--- config.mk ---
export PLATFORM = sky130hd
export DESIGN_NAME = pipeline_hazard_ctrl
export DESIGN_NICKNAME = d
export VERILOG_FILES = /design/src/rtl/pipeline_hazard_ctrl.sv
export SDC_FILE = /design/constraint.sdc
export NUM_CORES = 1
export LEC_CHECK = 0
export BUFFER_PORTS_ARGS = -buffer_cell sky130_fd_sc_hd__clkbuf_2
export CAP_MARGIN = 30
export CORE_ASPECT_RATIO = 0.8
export CORE_MARGIN = 1
export CORE_UTILIZATION = 52
export CTS_BUF_LIST = sky130_fd_sc_hd__clkbuf_16
export DETAILED_ROUTE_END_ITERATION = 7
export PLACE_DENSITY_LB_ADDON = 0.1
export SYNTH_ARGS = -nofsm -noshare
export SYNTH_HDL_FRONTEND = slang
export SYNTH_SLANG_ARGS = --single-unit
--- constraint.sdc ---
create_clock -name clk -period 2.5 [get_ports clk]
set_clock_uncertainty 0.15 [all_clocks]
set_input_delay 0.5 -clock clk [delete_from_list [all_inputs] [get_ports clk]]
set_output_delay 0.5 -clock clk [all_outputs]
set_load 0.01 [all_outputs]
--- src/rtl/pipeline_hazard_ctrl.sv ---
// rtl/pipeline_hazard_ctrl.sv - RAW stall, redirect flush and perf counters for the 4-stage CPU
module pipeline_hazard_ctrl #(
    parameter int unsigned RADDR_W          = 6,
    parameter int unsigned WB_WRITE_THROUGH = 1,
    parameter int unsigned ZERO_REG_EXEMPT  = 0,
    parameter int unsigned CNT_W            = 16
) (
    input  logic               clk,
    input  logic               rst_n,
    input  logic [RADDR_W-1:0] id_rd,
    input  logic [RADDR_W-1:0] id_rs1,
    input  logic [RADDR_W-1:0] id_rs2,
    input  logic               id_rs1_used,
    input  logic               id_rs2_used,
    input  logic               id_regwrt,
    input  logic               redirect,
    output logic               pc_write,
    output logic               ifid_write,
    output logic               idex_bubble,
    output logic               id_valid,
    output logic               stall,
    output logic [CNT_W-1:0]   stall_cnt,
    output logic [CNT_W-1:0]   flush_cnt
);

    localparam logic [CNT_W-1:0] CNT_ONE = {{(CNT_W-1){1'b0}}, 1'b1};
    localparam logic [CNT_W-1:0] CNT_MAX = {CNT_W{1'b1}};

    logic               id_v_q, id_v_d;
    logic               ex_v_q, ex_v_d;
    logic [RADDR_W-1:0] ex_rd_q, ex_rd_d;
    logic               ex_wr_q, ex_wr_d;
    logic               wb_v_q, wb_v_d;
    logic [RADDR_W-1:0] wb_rd_q, wb_rd_d;
    logic               wb_wr_q, wb_wr_d;
    logic [CNT_W-1:0]   stall_cnt_q, stall_cnt_d;
    logic [CNT_W-1:0]   flush_cnt_q, flush_cnt_d;

    logic               hazard;
    logic               m1;
    logic               m2;
    logic               take;

    // A shadow slot matches a source when it holds a real write to that register
    function automatic logic slot_match(input logic [RADDR_W-1:0] s, input logic v,
                                        input logic wr, input logic [RADDR_W-1:0] rd);
        logic exempt;
        exempt = (ZERO_REG_EXEMPT != 0) && (s == '0);
        return v & wr & (s == rd) & ~exempt;
    endfunction

    // Hazard detection; the WB slot only counts when the regfile cannot forward its write
    always_comb begin
        m1 = slot_match(id_rs1, ex_v_q, ex_wr_q, ex_rd_q);
        m2 = slot_match(id_rs2, ex_v_q, ex_wr_q, ex_rd_q);
        if (WB_WRITE_THROUGH == 0) begin
            m1 = m1 | slot_match(id_rs1, wb_v_q, wb_wr_q, wb_rd_q);
            m2 = m2 | slot_match(id_rs2, wb_v_q, wb_wr_q, wb_rd_q);
        end
        hazard = id_v_q & ((id_rs1_used & m1) | (id_rs2_used & m2));
        take   = redirect & id_v_q & ~hazard;
    end

    // Pipeline enables; reset holds the front end and bubbles ID/EX
    always_comb begin
        stall       = 1'b0;
        pc_write    = 1'b0;
        ifid_write  = 1'b0;
        idex_bubble = 1'b1;
        if (rst_n) begin
            stall       = hazard;
            pc_write    = ~hazard;
            ifid_write  = ~hazard;
            idex_bubble = hazard | ~id_v_q;
        end
        id_valid  = id_v_q;
        stall_cnt = stall_cnt_q;
        flush_cnt = flush_cnt_q;
    end

    // Next-state: shadows advance every cycle, a stall issues a bubble into EX
    always_comb begin
        wb_v_d  = ex_v_q;
        wb_rd_d = ex_rd_q;
        wb_wr_d = ex_wr_q;
        ex_v_d  = id_v_q & ~hazard;
        ex_rd_d = id_rd;
        ex_wr_d = id_regwrt & id_v_q & ~hazard;
        id_v_d  = hazard ? id_v_q : ~take;
        stall_cnt_d = stall_cnt_q;
        flush_cnt_d = flush_cnt_q;
        if (hazard && stall_cnt_q != CNT_MAX) begin
            stall_cnt_d = stall_cnt_q + CNT_ONE;
        end
        if (take && flush_cnt_q != CNT_MAX) begin
            flush_cnt_d = flush_cnt_q + CNT_ONE;
        end
    end

    // State registers with synchronous reset
    always_ff @(posedge clk) begin
        if (!rst_n) begin
            id_v_q      <= 1'b0;
            ex_v_q      <= 1'b0;
            ex_rd_q     <= '0;
            ex_wr_q     <= 1'b0;
            wb_v_q      <= 1'b0;
            wb_rd_q     <= '0;
            wb_wr_q     <= 1'b0;
            stall_cnt_q <= '0;
            flush_cnt_q <= '0;
        end else begin
            id_v_q      <= id_v_d;
            ex_v_q      <= ex_v_d;
            ex_rd_q     <= ex_rd_d;
            ex_wr_q     <= ex_wr_d;
            wb_v_q      <= wb_v_d;
            wb_rd_q     <= wb_rd_d;
            wb_wr_q     <= wb_wr_d;
            stall_cnt_q <= stall_cnt_d;
            flush_cnt_q <= flush_cnt_d;
        end
    end

endmodule
==> impl_metrics.env, run 1 <==
export IMPL_synth_warning_count=0
export IMPL_num_rows=20
export IMPL_use_met2_pct=38.01
export IMPL_arrival_ns=1.74
export IMPL_setup_tns_ns=0
export IMPL_synth_top_area_share_pct=38.18
export IMPL_synth_cells=245
export IMPL_hold_depth=2
export IMPL_syn_mean_instance_area_um2=8.774
export IMPL_grt_pass1_wl_mm=7.852
export IMPL_yosys_top_cells_area="dfxtp_1, or3_1, a21oi_1, nand2_1, xnor2_1"
export IMPL_dpl_instance_area_um2=2536
export IMPL_grt_pass1_vias=1731
export IMPL_drive_above_1_share_pct=29.07
export IMPL_hold_buffers=0
export IMPL_synthMuxAreaShare_pct=2.794
export IMPL_layout_commonest_cell="clkbuf_2"
export IMPL_yosys_area_share_simple_pct=32.19
export IMPL_crit_family="simple AND/OR/NAND/NOR gates"
export IMPL_diodes=0
export IMPL_area_growth_pct=24.51
export IMPL_start_util_pct=55.42
export IMPL_yosysUniqueCellTypes=49
export IMPL_rr_worst_depth=7
export IMPL_ys_ff_latch=41
export IMPL_syn_area_um2=2150
export IMPL_min_path_type="primary input to register"
export IMPL_dp_slack_ns=0.1540
export IMPL_cts_tree="built"
export IMPL_die_area_um2=4397
export IMPL_final_area_um2=2676
export IMPL_synth_xor_area_share_pct=6.752
export IMPL_finalNonFillerCells=368
export IMPL_utilization_pct=69.00
export IMPL_drc=0
export IMPL_crit_slowest_cell="dfxtp_1"
export IMPL_whs_ns=0.2758
export IMPL_vdd_drop_max_mv=0.3780
export IMPL_cp_start_kind="register"
export IMPL_critPathMaxFanout=3
export IMPL_die_w_um=73.89
export IMPL_slew_headroom_pct=70.98
export IMPL_grtUsageTotal_pct=23.39
export IMPL_max_freq_mhz=418.5
export IMPL_final_nets=339
export IMPL_drt_pass1_iter_count=4
export IMPL_ant_nets=0
export IMPL_synth_top_family_by_area="simple AND/OR/NAND/NOR gates"
export IMPL_antenna_found_initial=0
export IMPL_synth_edf_count=0
export IMPL_grt_max_degree=26
export IMPL_io_buffers=60
export IMPL_clk_root_buffer_cell="clkbuf_16"
export IMPL_synth_seq_area_share_pct=38.18
export IMPL_mostFrequentLayoutCells="clkbuf_2, dfxtp_1, nand2_1"
export IMPL_slew_violations=0
export IMPL_cts_buffer_depth=2
export IMPL_cts_clk_slew_worst_paths_ns=0.05
export IMPL_hold_viol_final=0
export IMPL_ios=61
export IMPL_power_density_nw_per_um2=509.4
export IMPL_core_area_um2=3879
export IMPL_wl_per_cell_um=12.87
export IMPL_synth_nets=271
export IMPL_viasPerCell=5.476
export IMPL_cap_violations=0
export IMPL_cts_sinks=41
export IMPL_yosysTopAreaCell="dfxtp_1"
export IMPL_place_congestion=0.7837
export IMPL_worstMarginPinSlew_ns=0.4313
export IMPL_critical_path_required_ns=1.85
export IMPL_setup_viol=0
export IMPL_drt_iter0_drc=76
export IMPL_min_period_ns=2.389
export IMPL_path_class="register to output pin"
export IMPL_clock_latency_ns=0.28
export IMPL_grt_ovfl_total=0
export IMPL_crit_path_end_kind="output pin"
export IMPL_synth_main_ff_cell="dfxtp_1"
export IMPL_synth_adder_area_share_pct=1.164
export IMPL_nFillCells=325
export IMPL_placed_cells=361
export IMPL_p_leak_nw=1.052
export IMPL_cp_slowest_stage_delay_ns=0.39
export IMPL_vias=2015
export IMPL_grt_use_met1_pct=30.56
export IMPL_dpl_hpwl_mm=3.416
export IMPL_fp_dieH_um=59.51
export IMPL_async_flop_share_pct=0
export IMPL_wirelength_mm=4.736
export IMPL_grt_util_met3_pct=8.503
export IMPL_finalPower_mw=1.363
export IMPL_period_share_pct=95.57
export IMPL_synth_compound_area_share_pct=14.84
export IMPL_cts_made_buffers=5
export IMPL_path_buf_inv=2
export IMPL_status="complete, no violations"
export IMPL_grt_busiest_layer="met2"
export IMPL_path_cells="xnor2_2 > nand4_2 > nor3_4 > o21ai_0 > and3_1 > inv_1 > clkbuf_2"
export IMPL_crit_cells=7
export IMPL_htreeDepth=2
export IMPL_layout_setup_ws_ns=0.1107
[registers in the layout (all words and copies together), names as in the netlist]
register	count
id_valid	1
ex_rd_q	6
stall_cnt	16
ex_v_q	1
flush_cnt	16
ex_wr_q	1
[repair_timing]
action	4_1_cts	5_1_grt
buffers inserted	0	0
resized for setup	0	1
setup endpoints to repair	0	1
endpoints found under the hold margin	0	0
[path summary, 6_finish.rpt]
path                 startpoint             to  slack [ns]
setup / recovery     ex_rd_q[4]    idex_bubble        0.11
hold / removal         id_rd[1]     ex_rd_q[1]        0.28
setup reg to reg   stall_cnt[2]   stall_cnt[1]        0.37
hold reg to reg   flush_cnt[15]  flush_cnt[15]        0.34
[routing by layer]
metal	share of wire (%)	wire length, um	vias to the layer above
met1	48	2293	930
met4	0.13	6	0
met3	4.8	228	2
li1	-	-	1037
met2	47	2208	46
met5	0	0	-
[report_power, final]
part           internal (mW)  total, mW  switching, mW
Clock                  0.357      0.589          0.233
Sequential             0.663      0.675         0.0119
Combinational         0.0470     0.0984         0.0514
Total                   1.07       1.36          0.296
[synthesized netlist by cell type, types with 5 or more instances]
library cell	number
or3_1	16
nand4_1	10
o21ai_0	13
nor4_1	5
dfxtp_1	41
nand3_1	12
nand2_1	22
and2_1	8
nor2_1	10
nand2b_1	5
mux2i_1	6
inv_1	5
a21oi_1	18
and3_1	7
xnor2_1	8
[final cells by class]
cell class                      instances  area, um2  area share (%)
Clock buffer                            5      125.1           4.675
Tap cell                               55      68.82           2.571
Sequential cell                        41      820.8           30.67
Multi-Input combinational cell        188       1249           46.66
Inverter                                6      22.52          0.8415
Timing Repair Buffer                   71      382.9           14.31
Clock inverter                          2      7.507          0.2805
[kinds of logic after synthesis]
logic type,count (synthesis)
AOI/OAI and AO/OA,50
xor gates and xnor gates,14
DFF,41
and+or+nand+nor,116
buffers and inverters,16
muxes,6
adders and majority gates,2
[worst reg2reg max path: cells and delay by family, from the launching register on]
| family | cells | cell delay [ns] |
|---|---|---|
| multiplexers | 1 | 0.18 |
| flip-flops | 1 | 0.44 |
| buffers and inverters | 1 | 0.22 |
| AO/OA/AOI/OAI | 1 | 0.18 |
| AND/OR/NAND/NOR | 4 | 0.84 |
Note: power is estimated with default switching activity, not from simulation.
==> run 2: changes to the inputs <==
--- a/config.mk
+++ b/config.mk
@@ -8,8 +8,7 @@
 export BUFFER_PORTS_ARGS = -buffer_cell sky130_fd_sc_hd__clkbuf_2
 export CAP_MARGIN = 30
 export CORE_ASPECT_RATIO = 0.8
-export CORE_MARGIN = 1
-export CORE_UTILIZATION = 52
+export CORE_UTILIZATION = 47
 export CTS_BUF_LIST = sky130_fd_sc_hd__clkbuf_16
 export DETAILED_ROUTE_END_ITERATION = 7
 export PLACE_DENSITY_LB_ADDON = 0.1
==> constraint.sdc (replaced) <==
create_clock -name clk -period 1.9 [get_ports clk]
set_clock_uncertainty 0.15 [all_clocks]
set_input_delay 0.38 -clock clk [delete_from_list [all_inputs] [get_ports clk]]
set_output_delay 0.38 -clock clk [all_outputs]
set_load 0.01 [all_outputs]
==> run 2 against run 1 <==
  * The flow now finishes with violations (negative setup slack)
  * First-iteration DRC count grew to 2.5 times the previous value
  * Setup slack worse by 0.39 ns
  * Wire length rose by 52%
  * Power up 41%
  * Die area up 10%
  * Worst hold slack got worse by 0.13 ns
  * Final cell count is 14% higher
  * Sequential share of layout area down 6.6 points
  * Non-clock buffer count is 49 higher
  * Combinational power is 140% higher
==> impl_metrics.env, run 2 (same netlist as run 1, synthesis figures left out) <==
export IMPL_drive_above_1_share_pct=50.55
export IMPL_ant_nets=0
export IMPL_min_path_type="primary input to register"
export IMPL_htreeDepth=2
export IMPL_diodes=0
export IMPL_grt_setup_unrepaired="yes"
export IMPL_antenna_found_initial=0
export IMPL_setup_tns_ns=-5.603
export IMPL_viasPerCell=5.724
export IMPL_grt_pass1_wl_mm=10.80
export IMPL_layout_setup_ws_ns=-0.2747
export IMPL_crit_slowest_cell="dfxtp_4"
export IMPL_cts_clk_slew_worst_paths_ns=0.05
export IMPL_grt_util_met3_pct=5.109
export IMPL_vias=2410
export IMPL_path_cells="xnor2_4 > nand4_4 > nor3_4 > nor2_1 > nor4_2 > buf_2"
export IMPL_core_area_um2=4283
export IMPL_dpl_hpwl_mm=4.093
export IMPL_crit_family="simple AND/OR/NAND/NOR gates"
export IMPL_num_rows=21
export IMPL_cts_buffer_depth=2
export IMPL_grt_max_degree=25
export IMPL_grt_busiest_layer="met2"
export IMPL_status="finished, violations left"
export IMPL_clk_root_buffer_cell="clkbuf_16"
export IMPL_cts_sinks=41
export IMPL_clock_latency_ns=0.29
export IMPL_grtUsageTotal_pct=28.74
export IMPL_slew_headroom_pct=74.59
export IMPL_cts_made_buffers=5
export IMPL_cts_tree="built"
export IMPL_arrival_ns=1.64
export IMPL_p_leak_nw=1.442
export IMPL_wl_per_cell_um=17.05
export IMPL_max_freq_mhz=459.8
export IMPL_critical_path_required_ns=1.37
export IMPL_place_congestion=0.7964
export IMPL_ios=61
export IMPL_slew_violations=0
export IMPL_cp_slowest_stage_delay_ns=0.36
export IMPL_grt_use_met1_pct=38.75
export IMPL_io_buffers=60
export IMPL_setup_viol=33
export IMPL_vdd_drop_max_mv=0.6317
export IMPL_hold_buffers=0
export IMPL_critPathMaxFanout=3
export IMPL_power_density_nw_per_um2=548.8
export IMPL_min_period_ns=2.175
export IMPL_grt_pass1_vias=2215
export IMPL_path_buf_inv=1
export IMPL_start_util_pct=50.19
export IMPL_grt_ovfl_total=0
export IMPL_crit_path_end_kind="output pin"
export IMPL_cp_start_kind="register"
export IMPL_use_met2_pct=44.80
export IMPL_cap_violations=0
export IMPL_drt_pass1_iter_count=4
export IMPL_layout_commonest_cell="clkbuf_2"
export IMPL_worstMarginPinSlew_ns=0.3810
export IMPL_path_class="register to output pin"
export IMPL_die_w_um=77.61
export IMPL_die_area_um2=4850
export IMPL_drc=0
export IMPL_drt_iter0_drc=190
export IMPL_final_nets=389
export IMPL_hold_viol_final=0
export IMPL_period_share_pct=114.5
export IMPL_violations="negative setup slack"
export IMPL_dp_slack_ns=-0.2963
export IMPL_area_growth_pct=63.39
export IMPL_mostFrequentLayoutCells="clkbuf_2, buf_4, dfxtp_1"
export IMPL_wirelength_mm=7.178
export IMPL_fp_dieH_um=62.49
-- run 2: cell count changes in the layout (fill, tap and decap cells not counted), sizes merged --
| cell | delta |
|---|---|
| buf | +52 |
| inv | +2 |
| clkbuf | -3 |
| clkinv | -1 |
| o2111ai | +1 |
-- run 2: worst paths after layout --
| check | startpoint | endpoint | slack (ns) | depth (start not counted) |
|---|---|---|---|---|
| hold / removal | id_rd[5] | ex_rd_q[5] | 0.15 | 2 |
| setup / recovery | ex_rd_q[4] | stall | -0.27 | 6 |
| hold reg to reg | flush_cnt[12] | flush_cnt[12] | 0.35 | 1 |
| setup reg to reg | ex_rd_q[4] | stall_cnt[9] | -0.27 | 9 |
-- run 2: stage by stage --
step | instance area (um2) | utilization [%] | power [mW] | std cells | hold WS (ns)
global placement | 2900 | 67.72 | 1.069 | 396 | 0.3318
CTS | 3284 | 76.69 | 1.903 | 413 | 0.1458
detailed placement | 2900 | 67.72 | 1.073 | 396 | 0.3315
finish | 3512 | 82.00 | 1.928 | 421 | 0.1480
global route | 3512 | 82.00 | 1.993 | 421 | 0.1545
floorplan | 2241 | - | 1.003 | 245 | 0.3333
-- run 2: cell type report --
type                       count  area (um2)
clock buffer                   5       125.1
clock inverter                 3       11.26
fill                         261       770.7
inverter                       6       22.52
multi-input combinational    189        1529
sequential                    41       844.6
tap                           57       71.32
timing repair buffer         120       908.4
-- run 2: what timing repair did --
| item | in CTS | in global routing |
|---|---|---|
| endpoints found under the setup margin | 32 | 36 |
| gates resized for setup | 24 | 39 |
| buffers inserted | 5 | 8 |
| pin swaps | 18 | 24 |
| gates cloned | 4 | 0 |
-- run 2: power by group --
part,switching [mW],internal (mW),total (mW)
clock network,0.333,0.472,0.806
registers,0.0139,0.871,0.885
logic,0.113,0.124,0.237
total,0.460,1.47,1.93
-- run 2: per-layer routing --
| layer | share of wire (%) | vias up |
|---|---|---|
| li1 | - | 1149 |
| met1 | 44 | 1144 |
| met2 | 48 | 108 |
| met3 | 6.9 | 9 |
| met4 | 1.4 | 0 |
| met5 | 0 | - |
-- run 2: worst reg2reg max path, stage by stage (launching register included) --
cell,delay (ns)
dfxtp_4,0.36
xnor2_4,0.15
nand4_4,0.13
nor3_4,0.24
buf_4,0.15
buf_6,0.13
o2111ai_4,0.23
buf_6,0.20
nor3_4,0.16
mux2i_1,0.20
==> run 3: changes to the inputs <==
--- a/config.mk
+++ b/config.mk
@@ -11,6 +11,7 @@
 export CORE_UTILIZATION = 47
 export CTS_BUF_LIST = sky130_fd_sc_hd__clkbuf_16
 export DETAILED_ROUTE_END_ITERATION = 7
+export MAX_ROUTING_LAYER = met4
 export PLACE_DENSITY_LB_ADDON = 0.1
 export SYNTH_ARGS = -nofsm -noshare
 export SYNTH_HDL_FRONTEND = slang
==> run 3 against run 2 <==
  * The run still ends with negative setup slack left
  * Register-to-register slack about the same
  * Critical path depth unchanged
  * Power increased by 0.13%
  * Utilization unchanged
  * Maximum frequency about the same
  * Via count barely moved
  * Clock-buffer cell count unchanged
  * Sequential cell count is the same
  * Non-clock buffer count stayed put
  * Sequential share of layout area did not move
  * Final cell count unchanged
  * Critical path type unchanged
==> impl_metrics.env, run 3 (same netlist as run 1, synthesis figures left out) <==
export IMPL_final_nets=389
export IMPL_vdd_drop_max_mv=0.6364
export IMPL_violations="negative setup slack"
export IMPL_area_growth_pct=63.39
export IMPL_cts_clk_slew_worst_paths_ns=0.05
export IMPL_die_area_um2=4850
export IMPL_worstMarginPinSlew_ns=0.3821
export IMPL_layout_setup_ws_ns=-0.2759
export IMPL_dr_wl_met2_mm=3.383
export IMPL_path_cells="xnor2_4 > nand4_4 > nor3_4 > nor2_1 > nor4_2 > buf_2"
export IMPL_grt_max_degree=25
export IMPL_crit_slowest_cell="dfxtp_4"
export IMPL_crit_path_end_kind="output pin"
export IMPL_die_w_um=77.61
export IMPL_cts_buffer_depth=2
export IMPL_place_congestion=0.8078
export IMPL_io_buffers=60
export IMPL_utilization_pct=82.00
export IMPL_hold_viol_final=0
export IMPL_max_freq_mhz=459.6
export IMPL_slew_violations=0
export IMPL_arrival_ns=1.65
export IMPL_critPathMaxFanout=3
export IMPL_antenna_found_initial=0
export IMPL_drt_iter0_drc=163
export IMPL_highest_layer="met4"
export IMPL_cts_made_buffers=5
export IMPL_htreeDepth=2
export IMPL_clk_root_buffer_cell="clkbuf_16"
export IMPL_vias=2408
export IMPL_path_class="register to output pin"
export IMPL_diodes=0
export IMPL_cp_slowest_stage_delay_ns=0.36
export IMPL_hold_buffers=0
export IMPL_period_share_pct=114.5
export IMPL_mostFrequentLayoutCells="clkbuf_2, buf_4, dfxtp_1"
export IMPL_grt_ovfl_total=0
export IMPL_start_util_pct=50.19
export IMPL_setup_viol=33
export IMPL_ant_nets=0
export IMPL_fp_dieH_um=62.49
export IMPL_grt_pass1_vias=2217
export IMPL_drt_pass1_iter_count=4
export IMPL_min_path_type="primary input to register"
export IMPL_wl_met1_mm=3.089
export IMPL_core_area_um2=4283
export IMPL_drive_above_1_share_pct=50.55
export IMPL_cap_violations=0
export IMPL_min_period_ns=2.176
export IMPL_grtUsageTotal_pct=29.53
export IMPL_p_leak_nw=1.442
export IMPL_dpl_hpwl_mm=4.093
export IMPL_layout_commonest_cell="clkbuf_2"
export IMPL_slew_headroom_pct=74.51
export IMPL_drc=0
export IMPL_status="finished, violations left"
export IMPL_wirelength_mm=7.152
export IMPL_critical_path_required_ns=1.37
export IMPL_setup_tns_ns=-5.573
export IMPL_finalNonFillerCells=421
export IMPL_ios=61
export IMPL_placed_cells=396
export IMPL_whs_ns=0.1483
export IMPL_met3RoutedLength_um=510
export IMPL_cp_start_kind="register"
export IMPL_cts_tree="built"
export IMPL_viasPerCell=5.720
export IMPL_cts_sinks=41
export IMPL_grt_setup_unrepaired="yes"
export IMPL_wl_per_cell_um=16.99
export IMPL_clock_latency_ns=0.29
export IMPL_num_rows=21
export IMPL_power_density_nw_per_um2=549.6
export IMPL_grt_pass1_wl_mm=10.81
run 3: cell counts in the layout (fill, tap and decap cells not counted):
No cell type changed its count.
run 3: cell type report:
class,instances,area [um2]
clock buffers,5,125.1
flip-flops and latches,41,844.6
multi-input cells,189,1529
clock inverters,3,11.26
repair buffers,120,908.4
well taps,57,71.32
fillers,261,770.7
inverters,6,22.52
run 3: critical path: cells and delay by family, from the launching register on:
| family | cells | cell delay (ns) |
|---|---|---|
| simple gates | 4 | 0.67 |
| buf+inv | 1 | 0.18 |
| xor+xnor | 1 | 0.15 |
| flops | 1 | 0.36 |
run 3: repair_timing:
action                                  4_1_cts  5_1_grt
cloned                                        4        0
gates resized for setup                      24       39
pin swaps                                    18       24
endpoints found under the setup margin       32       36
setup buffers                                 5        8
endpoints found under the hold margin         0        0
run 3: worst paths after layout:
path / start / to / slack, ns / depth (start not counted)
worst max-delay path: ex_rd_q[4] / stall / -0.28 / 6
worst min-delay path: id_rd[5] / ex_rd_q[5] / 0.15 / 2
worst max register to register: ex_rd_q[4] / stall_cnt[9] / -0.27 / 9
worst min register to register: flush_cnt[12] / flush_cnt[12] / 0.36 / 1
run 3: routing by layer:
metal	global-route usage, %	vias to the layer above
met3	4.964	16
met2	44.80	117
met5	-	-
met1	38.75	1128
li1	-	1147
met4	12.74	0
run 3: per-stage QoR:
stage          instance area [um2]  setup slack, ns  total power, mW
4_1_cts                       3284          -0.2554            1.903
6_report                      3512          -0.2759            1.930
5_1_grt                       3512          -0.3726            1.993
3_3_place_gp                  2900          -0.2602            1.069
2_1_floorplan                 2241         -0.04623            1.003
3_5_place_dp                  2900          -0.2963            1.073
run 3: where the power goes:
group          switching, mW  internal, mW  total, mW
Sequential            0.0139         0.871      0.885
Combinational          0.112         0.124      0.236
Clock                  0.336         0.473      0.809
Total                  0.462          1.47       1.93
